**src/rtl/dma_arbiter.sv**
```systemverilog
// Round-robin arbiter sharing one DMA engine among NREQ requesters; latches the winner's descriptor.
// Optional per-requester occupancy counters are built when DMA_ARB_PERF_EN is defined.
module dma_arbiter #(
    parameter int NREQ = 3,
    parameter int PW   = $clog2(NREQ)
) (
    input  logic                 clk,
    input  logic                 rst,
    input  logic [NREQ-1:0]      req,
    input  logic [3*NREQ-1:0]    req_op,
    input  logic [32*NREQ-1:0]   req_info1,
    input  logic [32*NREQ-1:0]   req_mem_info1,
    input  logic [32*NREQ-1:0]   req_info2,
    input  logic [32*NREQ-1:0]   req_mem_info2,
    output logic [NREQ-1:0]      grant,
    output logic [NREQ-1:0]      done,
    output logic                 s_dma,
    output logic [2:0]           dma_op,
    output logic [31:0]          dma_info1,
    output logic [31:0]          dma_mem_info1,
    output logic [31:0]          dma_info2,
    output logic [31:0]          dma_mem_info2,
    input  logic                 f_dma,
    output logic [64*NREQ-1:0]   busy_cnt
);

    typedef enum logic [1:0] {S_IDLE, S_ISSUE, S_BUSY} state_t;

    state_t            r_state;
    state_t            w_next;
    logic [PW-1:0]     r_last;
    logic [PW-1:0]     r_owner;
    logic [PW-1:0]     w_win;
    logic              w_found;
    logic [PW:0]       w_sum;
    logic [NREQ-1:0]   w_eff_req;
    logic [NREQ-1:0]   w_win_oh;
    logic [NREQ-1:0]   r_grant;
    logic [NREQ-1:0]   r_done;
    logic [2:0]        r_op;
    logic [31:0]       r_info1;
    logic [31:0]       r_mem_info1;
    logic [31:0]       r_info2;
    logic [31:0]       r_mem_info2;

    logic [2:0]        w_op_arr       [NREQ];
    logic [31:0]       w_info1_arr    [NREQ];
    logic [31:0]       w_mem_info1_arr[NREQ];
    logic [31:0]       w_info2_arr    [NREQ];
    logic [31:0]       w_mem_info2_arr[NREQ];

    for (genvar g = 0; g < NREQ; g++) begin : g_unpack
        assign w_op_arr[g]        = req_op[3*g +: 3];
        assign w_info1_arr[g]     = req_info1[32*g +: 32];
        assign w_mem_info1_arr[g] = req_mem_info1[32*g +: 32];
        assign w_info2_arr[g]     = req_info2[32*g +: 32];
        assign w_mem_info2_arr[g] = req_mem_info2[32*g +: 32];
    end

    // The owner's request is still high during its done cycle; masking it prevents a re-issue.
    assign w_eff_req = req & ~r_done;

    // Walk from last+NREQ down to last+1 so the closest candidate after last is written last.
    always_comb begin
        w_found = 1'b0;
        w_win   = '0;
        w_sum   = '0;
        for (int k = NREQ; k >= 1; k--) begin
            w_sum = {1'b0, r_last} + (PW+1)'(k);
            if (w_sum >= (PW+1)'(NREQ)) begin
                w_sum = w_sum - (PW+1)'(NREQ);
            end
            if (w_eff_req[w_sum[PW-1:0]]) begin
                w_found = 1'b1;
                w_win   = w_sum[PW-1:0];
            end
        end
    end

    always_comb begin
        w_win_oh        = '0;
        w_win_oh[w_win] = 1'b1;
    end

    always_comb begin
        w_next = r_state;
        unique case (r_state)
            S_IDLE:  if (w_found) w_next = S_ISSUE;
            S_ISSUE: w_next = S_BUSY;
            S_BUSY:  if (f_dma) w_next = S_IDLE;
            default: w_next = S_IDLE;
        endcase
    end

    always_ff @(posedge clk) begin
        if (rst) begin
            r_state <= S_IDLE;
        end else begin
            r_state <= w_next;
        end
    end

    always_ff @(posedge clk) begin
        if (rst) begin
            r_last      <= PW'(NREQ - 1);
            r_owner     <= '0;
            r_grant     <= '0;
            r_done      <= '0;
            r_op        <= '0;
            r_info1     <= '0;
            r_mem_info1 <= '0;
            r_info2     <= '0;
            r_mem_info2 <= '0;
        end else begin
            r_done <= '0;
            case (r_state)
                S_IDLE: begin
                    if (w_found) begin
                        r_grant     <= w_win_oh;
                        r_owner     <= w_win;
                        r_op        <= w_op_arr[w_win];
                        r_info1     <= w_info1_arr[w_win];
                        r_mem_info1 <= w_mem_info1_arr[w_win];
                        r_info2     <= w_info2_arr[w_win];
                        r_mem_info2 <= w_mem_info2_arr[w_win];
                    end
                end
                S_BUSY: begin
                    if (f_dma) begin
                        r_done  <= r_grant;
                        r_last  <= r_owner;
                        r_grant <= '0;
                    end
                end
                default: ;
            endcase
        end
    end

    assign grant         = r_grant;
    assign done          = r_done;
    assign s_dma         = (r_state == S_ISSUE);
    assign dma_op        = r_op;
    assign dma_info1     = r_info1;
    assign dma_mem_info1 = r_mem_info1;
    assign dma_info2     = r_info2;
    assign dma_mem_info2 = r_mem_info2;

`ifdef DMA_ARB_PERF_EN
    logic [63:0] r_cnt [NREQ];

    for (genvar g = 0; g < NREQ; g++) begin : g_perf
        always_ff @(posedge clk) begin
            if (rst) begin
                r_cnt[g] <= '0;
            end else if (r_state != S_IDLE && r_grant[g]) begin
                r_cnt[g] <= r_cnt[g] + 64'd1;
            end
        end
        assign busy_cnt[64*g +: 64] = r_cnt[g];
    end
`else
    assign busy_cnt = '0;
`endif

endmodule

```
**config.mk**
```make
export PLATFORM = sky130hd
export DESIGN_NAME = dma_arbiter
export DESIGN_NICKNAME = d
export VERILOG_FILES = /design/src/rtl/dma_arbiter.sv
export SDC_FILE = /design/constraint.sdc
export NUM_CORES = 1
export LEC_CHECK = 0
export ABC_AREA = 1
export BUFFER_PORTS_ARGS = -buffer_cell sky130_fd_sc_hd__buf_2
export CAP_MARGIN = 20
export CORE_AREA = 2 2 281 283
export DETAILED_ROUTE_END_ITERATION = 8
export DIE_AREA = 0 0 283 285
export GPL_TIMING_DRIVEN = 0
export SLEW_MARGIN = 20
export SYNTH_ARGS = -nofsm -noshare
export SYNTH_HDL_FRONTEND = slang
export SYNTH_SLANG_ARGS = --single-unit
```
**constraint.sdc**
```tcl
create_clock -name clk -period 4.8 [get_ports clk]
set_input_delay 0 -clock clk [delete_from_list [all_inputs] [get_ports clk]]
set_output_delay 0 -clock clk [all_outputs]
set_load 0.005 [all_outputs]
```
Yosys cells after proc, flatten, opt, wreduce, memory -nomap -nowiden:

Index checks and enable logic that the tools add are counted.

* bits in registers: 143

* add/subtract/negate cells: 6
* $lt $le $gt $ge: 9
* equality and inequality tests: 4
* mux-type cells: 38
* bitwise gates (word level): 5
* reduce and logical (&&, ||, !) cells: 8

Operators by type and width (count)
* $bmux 32 s2: 4
* $mux 32: 8
* $mux 2: 8
* $lt 2x3->1 const B: 4
* $mux 3: 4
* $ge 3x2->1 const B: 3
* $mux 1: 7
* $add 2x2->3 const B: 2
* $bmux 1 s2: 3
* $bmux 3 s2: 1
* $pmux 2 s3: 1
* $pmux 3 s2: 1
* $reduce_and 2->1: 3
* $sub 2x2->2 const B: 3
* $ne 2x2->1 const B: 2
* $add 2x1->3 const B: 1
* $and 3x3->3: 1
* $ge 3x3->1 const B: 1
* $not 2->3: 1
* $not 3->3: 1
* $reduce_and 3->1: 1
* $reduce_or 3->1: 1
* $demux 1 s2: 1
* $eq 2x1->1 const B: 1
* other kinds (6): 7

Longest topological paths before layout:

Gate-level depths: netlist of run 1.

* depth in word-level cells: 14
* mapped depth: 14
* mapped depth without buffers: 12

Worst setup path after synthesis of run 1:

OpenSTA, ideal clock, no wires.

* path kind: reg2reg
* start: reg r_last[0]
* end: reg r_mem_info2[0], in the netlist dma_mem_info2[0]
* library setup time: 117 ps
* data arrival time: 1868 ps
* data required time: 4683 ps
* slack: 2816 ps
* cell stages (with the launch flop): 13
* period minus slack after synthesis: 1984 ps
* cell sequence: dfxtp_1 -> inv_1 -> ha_1 -> buf_4 -> nand3_1 -> nand3_1 -> a21oi_2 -> nand2_2 -> nand2_2 -> clkbuf_1 -> nand2_1 -> nand3_1 -> a21oi_1

* cells in the longest elaborated chain, start to end: 12
* elaborated cells between the ends (all ways): 29
* those cells by class: add/sub: 6; order compare: 3; mux: 18; bitwise: 1; reduce/logical: 1

Ends and longest elaborated chain
* start: declaration: line 31 `logic [PW-1:0] r_last;`
* start signal: assignment: line 105 `r_last <= PW'(NREQ - 1);`
* start signal: assignment: line 131 `r_last <= r_owner;`
* $add 2x2->3: line 69 `w_sum = {1'b0, r_last} + (PW+1)'(k);`
* $ge 3x2->1 / $sub 2x2->2 (equally long branches): line 70, 71
* $mux 2: line 70 `if (w_sum >= (PW+1)'(NREQ)) begin`
* $bmux 1 s2: line 73 `if (w_eff_req[w_sum[PW-1:0]]) begin`
* $mux 1 (not written as such): line 73
* $mux 2 (3 in a row): line 73
* $not 2->3 (not written as such): line 125 `r_mem_info2 <= w_mem_info2_arr[w_win];`
* $bmux 32 s2: line 125
* $mux 32 (not written as such) (2 in a row): line 125
* end signal: assignment: line 125
* end: declaration: line 44 `logic [31:0] r_mem_info2;`

Several ways; a longest one is shown, not always the timed one. The select of a mux whose other input is x is not followed.
A chain may end at the register's enable or synchronous reset.

Worst setup path after layout of run 1:

* start: reg r_last[0]
* end: reg r_mem_info2[7], in the netlist dma_mem_info2[7]

The elaborated chain is that of the path after synthesis.

==> results of run 1 <==
[worst max-delay path, stage by stage, from the launching register on]
cell	delay, ps
dfxtp_1	380
inv_1	140
ha_1	330
inv_1	150
nand2_1	70
nand3_1	110
nand2_2	80
nand2_2	290
buf_2	520
buf_2	420
nand3_1	130
nand3_1	140
dlygate4sd3_1	570
a21oi_1	60
dlygate4sd3_1	550
[worst paths after layout]
path / endpoint / cells after the start
hold / removal: r_owner[0] / 7
setup reg to reg: dma_mem_info2[7] / 14
hold reg to reg: done[2] / 2
setup / recovery: dma_mem_info2[7] / 14
[cell families (layout without fill, tap and decap cells)]
group / Yosys count / count (layout) / synth area share [%]
other: 1 / 195 / 0.0318
flip-flops: 143 / 143 / 24.3
AO/OA/AOI/OAI: 141 / 141 / 6.06
AND/OR/NAND/NOR: 976 / 976 / 34.3
adder cells (fa/ha/maj): 3 / 3 / 0.319
buffers and inverters: 849 / 1766 / 35.0
[registers in the layout, summed over array words and instances (netlist names)]
register / flops
dma_info2: 32
done: 3
dma_mem_info2: 32
r_state: 2
grant: 3
dma_op: 3
dma_mem_info1: 32
r_owner: 2
dma_info1: 32
r_last: 2
[metal layers]
layer / part of all wire, % / global-route usage, % / vias up
met4: 2.5 / 4.97 / 0
met5: 0 / 0 / -
met2: 49 / 25.5 / 575
li1: - / - / 7957
met3: 7.3 / 4.04 / 66
met1: 41 / 16.4 / 6950
[area by class of cell]
class                      count  share of cell area [%]
tap                         1050                    6.37
multi-input combinational   1312                    26.7
timing repair buffer         885                    30.0
inverter                     541                    9.85
antenna                        3                  0.0364
clock buffer                  18                    2.13
sequential                   143                    13.9
buffer                       308                    10.2
clock inverter                14                   0.862
[cell usage after synthesis, types with 3 or more instances]
cell      count
buf_4       206
nand3_1     279
nand2_2       6
a21oi_1     135
dfxtp_1     143
nand2_1     415
ha_1          3
buf_6        12
o21ai_0       3
clkbuf_1     28
inv_1       539
buf_2        60
nor2_1      272
[metrics by stage]
step                      hold WS (ps)  cells
after floorplan                   69.1   2304
after global placement             234   3890
after detailed placement           235   3890
after CTS                          155   4271
after global routing               245   4272
final                              237   4274
[power by group]
| part | leakage (nW) | switching (W) | internal [W] |
|---|---|---|---|
| Clock | 0.290 | 0.000649 | 0.000838 |
| Sequential | 1.19 | 0.000155 | 0.00148 |
| Combinational | 11.0 | 0.00196 | 0.00172 |
[cell usage in the layout (no fill, tap or decap), drive strengths merged]
cell type,netlist,layout
a21oi,136,136
and3,2,2
buf,280,816
bufinv,0,3
clkbuf,28,46
clkinv,0,2
clkinvlp,0,4
conb,1,192
dfxtp,143,143
diode,0,3
dlygate4sd3,0,349
ha,3,3
inv,541,546
nand2,421,421
nand3,279,279
nand4,1,1
nor2,273,273
o211ai,1,1
o21a,1,1
o21ai,3,3
[timing repair]
item	CTS	global route
hold buffers	349	0
endpoints found under the setup margin	0	0
hold endpoints to repair	142	0
==> summary.txt, run 1 <==
Logic synthesis
  • Post-synthesis cell area: 11800 sq um
  • Post-Syn Instances: approximately 2100
  • Cell taking the most area after synthesis: dfxtp_1
  • Yosys warns: 0
  • Ranking of synthesized cells by area: dfxtp_1, inv_1, nand2_1
  • Yosys cell types: 22
  • Number of flops mapped to enable cells by yosys: 0
  • Synth Area per Inst: 5.58 sq um
  • #FFs+latches synth: around 140
  • Asr flop ratio synth: 0%
  • Synth top area share: approximately a quarter
  • Sequential share of the synthesized area: between 20% and 30%
  • Main synth FF type: dfxtp_1

Drt
  • DRT iter0 DRCs: 630
  • Routed length per placed instance: 13.9 microns
  • Drt drc: 0
  • Vias: around 16000
  • DRT Wirelength: ~60 mm
  • Via density: 3.64
  • Drt pass-1 iters: 5
  • ANT nets after route: 0

Timing
  • Fin worst setup slack: 736 ps
  • Post-route clock period utilization: ~85%
  • RSZ-0062 raised after global routing: false
  • Final worst clock skew: 12.0 ps
  • Max Clk Rate: about 250 MHz
  • Hold Fails Final Rpt: 0
  • Worst rel slew slack: 34.8%
  • Setup violations, final: 0
  • Setup_tns: 0 ps
  • Max-slew violations: 0
  • Worst-Margin Slew: between 900 and 1000 ps
  • Minimum clock period: 4060 ps

CTS
  • CTS max path bufs: 2
  • Clk slew on worst S/H paths: approximately 70 ps
  • # Post-CTS Setup Buffers: 0
  • Root Buffer: clkbuf_16
  • Skew-Pair Late Insertion Delay: roughly 480 ps
  • CTS Sinks: roughly 140
  • CTS H-tree lvls: 4
  • TritonCTS buffer count: 17
  • Post-cts repair resize count: 0
  • CTS tree: done

Finish
  • P&R area growth vs syn: 75.0%
  • Post-layout util: 26.4%
  • Multi-input logic area: about 5500 sq um
  • Storage element area: 2860 sq um
  • Fill count: about 8800
  • Layout Cell Area excl Fill: just over 20000 sq um
  • Share of layout cells above drive strength 1: approximately a quarter
  • Fin nets: between 3000 and 4000

Placed design
  • Final HPWL DP: about 45 mm
  • Placement Cell Area: 16500 sq um
  • Post-Place Setup Slack: roughly 1700 ps
  • IO Port Bufs: around 540
  • GP Congestion: roughly 0.91

Critical path
  • Worst Setup SP: r_last[0]
  • Worst r2r src: r_last[0]
  • Crit Path Category: flip-flop to flip-flop
  • Worst Path Required: between 5000 and 6000 ps
  • Reg2Reg Setup Slack: 740 ps
  • WP data arrival: ~4400 ps
  • CP Launch Type: flip-flop
  • Worst setup EP type: flip-flop
  • Worst-path fanout max: 10

Die
  • Die width: 283 microns
  • Initial core utilization: between 10% and 20%
  • Row cnt: around 100
  • I/O pins: between 700 and 800
  • Core box area: a little under 80000 sq um
  • Die height: about 290 microns
  • Die area: 80700 sq um

Status
  • Status: finished clean

Min path
  • Hold_sp: req[1]
  • Class of the worst hold path: primary input to flip-flop

Global route
  • First-pass GRT wire length: about 88 mm
  • Congestion Overflow GR: 0
  • Vias in the first global route: 15100
  • Antenna violations before repair: 8
  • Total GRT Usage: ~14%
  • Largest net degree at the start of global routing: 17

Power and ir drop
  • Pleak: approximately 12 nW
  • VDD IR-drop max: 217 uV
  • Total power draw: about 0.0068 W
  • Pwr dens: roughly 330 nW/um^2

Job
  • Total of max-cap violations: 0
(Power assumes the default switching activity.)
==> run 2, diff against run 1 <==
--- a/config.mk
+++ b/config.mk
@@ -5,12 +5,12 @@
 export SDC_FILE = /design/constraint.sdc
 export NUM_CORES = 1
 export LEC_CHECK = 0
-export ABC_AREA = 1
+export ABC_AREA = 0
 export BUFFER_PORTS_ARGS = -buffer_cell sky130_fd_sc_hd__buf_2
 export CAP_MARGIN = 20
-export CORE_AREA = 2 2 281 283
+export CORE_AREA = 2 2 283 285
 export DETAILED_ROUTE_END_ITERATION = 8
-export DIE_AREA = 0 0 283 285
+export DIE_AREA = 0 0 285 287
 export GPL_TIMING_DRIVEN = 0
 export SLEW_MARGIN = 20
 export SYNTH_ARGS = -nofsm -noshare
==> constraint.sdc (replaced) <==
create_clock -name clk -period 3.7 [get_ports clk]
set_input_delay 0 -clock clk [delete_from_list [all_inputs] [get_ports clk]]
set_output_delay 0 -clock clk [all_outputs]
set_load 0.005 [all_outputs]
==> run 2 against run 1 <==
Effect of this change: critical path depth decreased by 3; wire length up 23%; sequential power rose by 18%; hold slack got worse by 200 ps; die area up 1.4%; flip-flop and latch count stayed put; count of clock-buffer cells in the layout up 1; fmax up 13%; sequential share of layout area decreased by 0.32 points; synthesized cell count decreased by 30%; critical path type unchanged; largest power group unchanged; highest routed layer is now met5.
==> summary.txt, run 2 <==
Drt
  • Drt pass-1 iters: 5 (unchanged)
  • Max layer used: met5
  • Met3 WL post-DR: 5.78 mm (+32%)
  • DRT iter0 DRCs: 1089 (+73%)
  • Vias: 15900 (+2.5%)
  • Met1 WL: 29.7 mm (+21%)
  • ANT nets after route: 0 (unchanged)
  • WL met2: 34.2 mm (+17%)
  • DRT Wirelength: 73.1 mm (+23%)
  • Via density: 4.35 (+19%)
  • Routed length per placed instance: 19.9 microns (+43%)
  • Drt drc: 0 (unchanged)

Critical path
  • WP data arrival: 3930 ps (-500 ps)
  • Worst setup EP type: flip-flop
  • Worst Path Required: 4050 ps (-1120 ps)
  • Buf+Inv Stages, Crit Path: 6 (unchanged)
  • CP cell instances: inv_1 -> ha_1 -> buf_4 -> clkbuf_1 -> buf_8 -> clkbuf_2 -> clkbuf_1 -> nand2_1 -> mux2i_1 -> a2111oi_0 -> o2bb2ai_1
  • Most frequent CP cell: clkbuf_1
  • Worst-path fanout max: 10 (unchanged)
  • Crit Path Category: flip-flop to flip-flop
  • Critical path's slowest cell: a2111oi_0
  • Slowest cell delay on critical path: 750 ps (+180 ps)
  • CP delay by family, top: buffers and inverters
  • CP Launch Type: flip-flop

Timing
  • Post-route clock period utilization: 96.9% (+12 points)
  • Hold Fails Final Rpt: 0 (unchanged)
  • Hold Slack: 34.9 ps (-202 ps)
  • Minimum clock period: 3590 ps (-479 ps)
  • Max-slew violations: 0 (unchanged)
  • RSZ-0062 raised after global routing: true
  • Worst rel slew slack: 23.2% (-12 points)
  • Max Clk Rate: 279 MHz (+13%)
  • Fin worst setup slack: 115 ps (-621 ps)
  • Worst-Margin Slew: 1150 ps (+175 ps)
  • Final worst clock skew: 21.6 ps (+9.65 ps)
  • Setup violations, final: 0 (unchanged)

CTS
  • # Post-CTS Setup Buffers: 0 (unchanged)
  • TritonCTS buffer count: 17 (unchanged)
  • CTS H-tree lvls: 4 (unchanged)
  • CTS max path bufs: 2 (unchanged)
  • Skew-Pair Late Insertion Delay: 490 ps (about the same)
  • CTS tree: done
  • Clk slew on worst S/H paths: 80 ps (about the same)
  • Root Buffer: clkbuf_16
  • CTS Sinks: 143 (unchanged)

Finish
  • Multi-input logic area: 7660 sq um (+39%)
  • Commonest non-fill, non-tap cell in the layout: buf_2
  • Fin nets: 2995 (-17%)
  • Post-layout util: 26.8% (+0.40 points)
  • Fill count: 8464 (-3.3%)
  • Storage element area: 2860 sq um (unchanged)
  • P&R area growth vs syn: 77.2%
  • Share of layout cells above drive strength 1: 31.7% (+5.1 points)
  • Most frequent cells in the layout: buf_2, dlygate4sd3_1, buf_4, conb_1, dfxtp_1
  • Layout Cell Area excl Fill: 21100 sq um (+2.4%)

Logic synthesis
  • Most frequent cells after synthesis: buf_4, dfxtp_1, nand2_1, nand3_1
  • Asr flop ratio synth: 0% (unchanged)
  • Most frequent cell after synthesis: buf_4
  • Main synth FF type: dfxtp_1
  • Ranking of synthesized cells by area: dfxtp_1, buf_4, mux2i_1
  • Post-Syn Instances: 1473 (-30%)
  • Post-synthesis cell area: 11900 sq um (+1.1%)
  • #FFs+latches synth: 143 (unchanged)
  • Number of flops mapped to enable cells by yosys: 0 (unchanged)
  • Sequential share of the synthesized area: 24.0% (-0.26 points)
  • Yosys cell types: 41 (+86%)
  • Yosys warns: 0 (unchanged)
  • Synth top area share: 24.0% (-0.26 points)
  • Cell taking the most area after synthesis: dfxtp_1
  • Synth Area per Inst: 8.09 sq um (+45%)

Placed design
  • Post-Place Setup Slack: -332 ps (-2080 ps)
  • Placement Cell Area: 16700 sq um (+1.1%)
  • Final HPWL DP: 54.4 mm (+21%)
  • GP Congestion: 0.912 (about the same)
  • IO Port Bufs: 536 (unchanged)

Power and ir drop
  • Pleak: 9.76 nW (-22%)
  • VDD IR-drop max: 327 uV (+51%)
  • Pwr dens: 305 nW/um^2 (-7.6%)

Status
  • Status: finished clean

Global route
  • Congestion Overflow GR: 0 (unchanged)
  • Total GRT Usage: 17.0% (+2.7 points)
  • Antenna violations before repair: 18 (+10)
  • First-pass GRT wire length: 104 mm (+18%)
  • Largest net degree at the start of global routing: 17 (unchanged)
  • Vias in the first global route: 15900 (+5.8%)

Die
  • Die height: 287 microns (+0.70%)
  • I/O pins: 729 (unchanged)
  • Die width: 285 microns (+0.71%)
  • Row cnt: 103 (unchanged)
  • Die area: 81800 sq um (+1.4%)
  • Initial core utilization: 15.2% (+0.040 points)
  • Core box area: 78600 sq um (+0.83%)

Min path
  • Class of the worst hold path: primary input to flip-flop

Job
  • Total of max-cap violations: 0 (unchanged)
run 2: changes by cell type in the layout (fill, tap and decap cells not counted), moves of 131 or more:
cell / before / now
nand2_1: 415 / 136
o2bb2ai_1: 0 / 131
nand3_1: 279 / 135
mux2i_1: 0 / 133
a21boi_0: 0 / 131
nor2_1: 272 / 5
inv_1: 539 / 4
run 2: logic make-up (layout without fill, tap and decap cells):
family	count (synthesis)	after routing	synth area share (%)
AOI/OAI and AO/OA	543	543	34.8
buffers and inverters	355	1297	18.4
and+or+nand+nor	295	295	11.3
DFF	143	143	24.0
muxes	133	133	11.2
adders and majority gates	3	3	0.315
other	1	204	0.0315
run 2: tightest hold or removal path: stages:
cell       delay [ps]
buf_2             100
nand2_1            50
mux2i_1           120
a2111oi_0          80
o2bb2ai_1         140
run 2: routing by layer:
metal	GRT usage, %	up-vias
met5	0	-
met2	28.5	835
met3	4.36	162
met4	8.99	14
met1	20.0	7497
li1	-	7435
run 2: repair_timing:
action	CTS	global route
cloned	0	0
hold buffers	372	0
hold endpoints to repair	134	0
resized for setup	18	24
setup endpoints to repair	95	45
run 2: final timing paths:
kind | start | endpoint | slack (ps) | depth (start not counted)
min reg2reg | dma_info2[15] | dma_info2[15] | 460 | 1
max | r_last[0] | dma_mem_info2[2] | 110 | 11
min | req_info1[17] | dma_info1[17] | 30 | 5
max reg2reg | r_last[0] | dma_mem_info2[2] | 110 | 11
run 2: final cells by class:
cell class,instances,area share [%]
Clock inverter,13,0.729
Buffer,351,10.4
Clock buffer,19,2.05
Antenna cell,12,0.142
Inverter,4,0.0712
Timing Repair Buffer,910,30.5
Tap cell,1050,6.23
Sequential cell,143,13.6
Multi-Input combinational cell,1166,36.3
run 2: stage by stage:
stage | TNS, ps | total power [W] | cells
after CTS | 0 | 0.00647 | 3656
after global placement | -94590 | 0.00411 | 3250
after detailed placement | -14630 | 0.00413 | 3252
after floorplan | 0 | 0.00313 | 1664
final | 0 | 0.00644 | 3668
after global routing | -7.82 | 0.00681 | 3664
run 2: where the power goes:
part / switching [W] / leakage [nW] / total [W] / internal [W]
sequential: 0.000147 / 1.18 / 0.00193 / 0.00179
clock: 0.000922 / 0.279 / 0.00193 / 0.00101
combinational: 0.00134 / 8.30 / 0.00257 / 0.00123
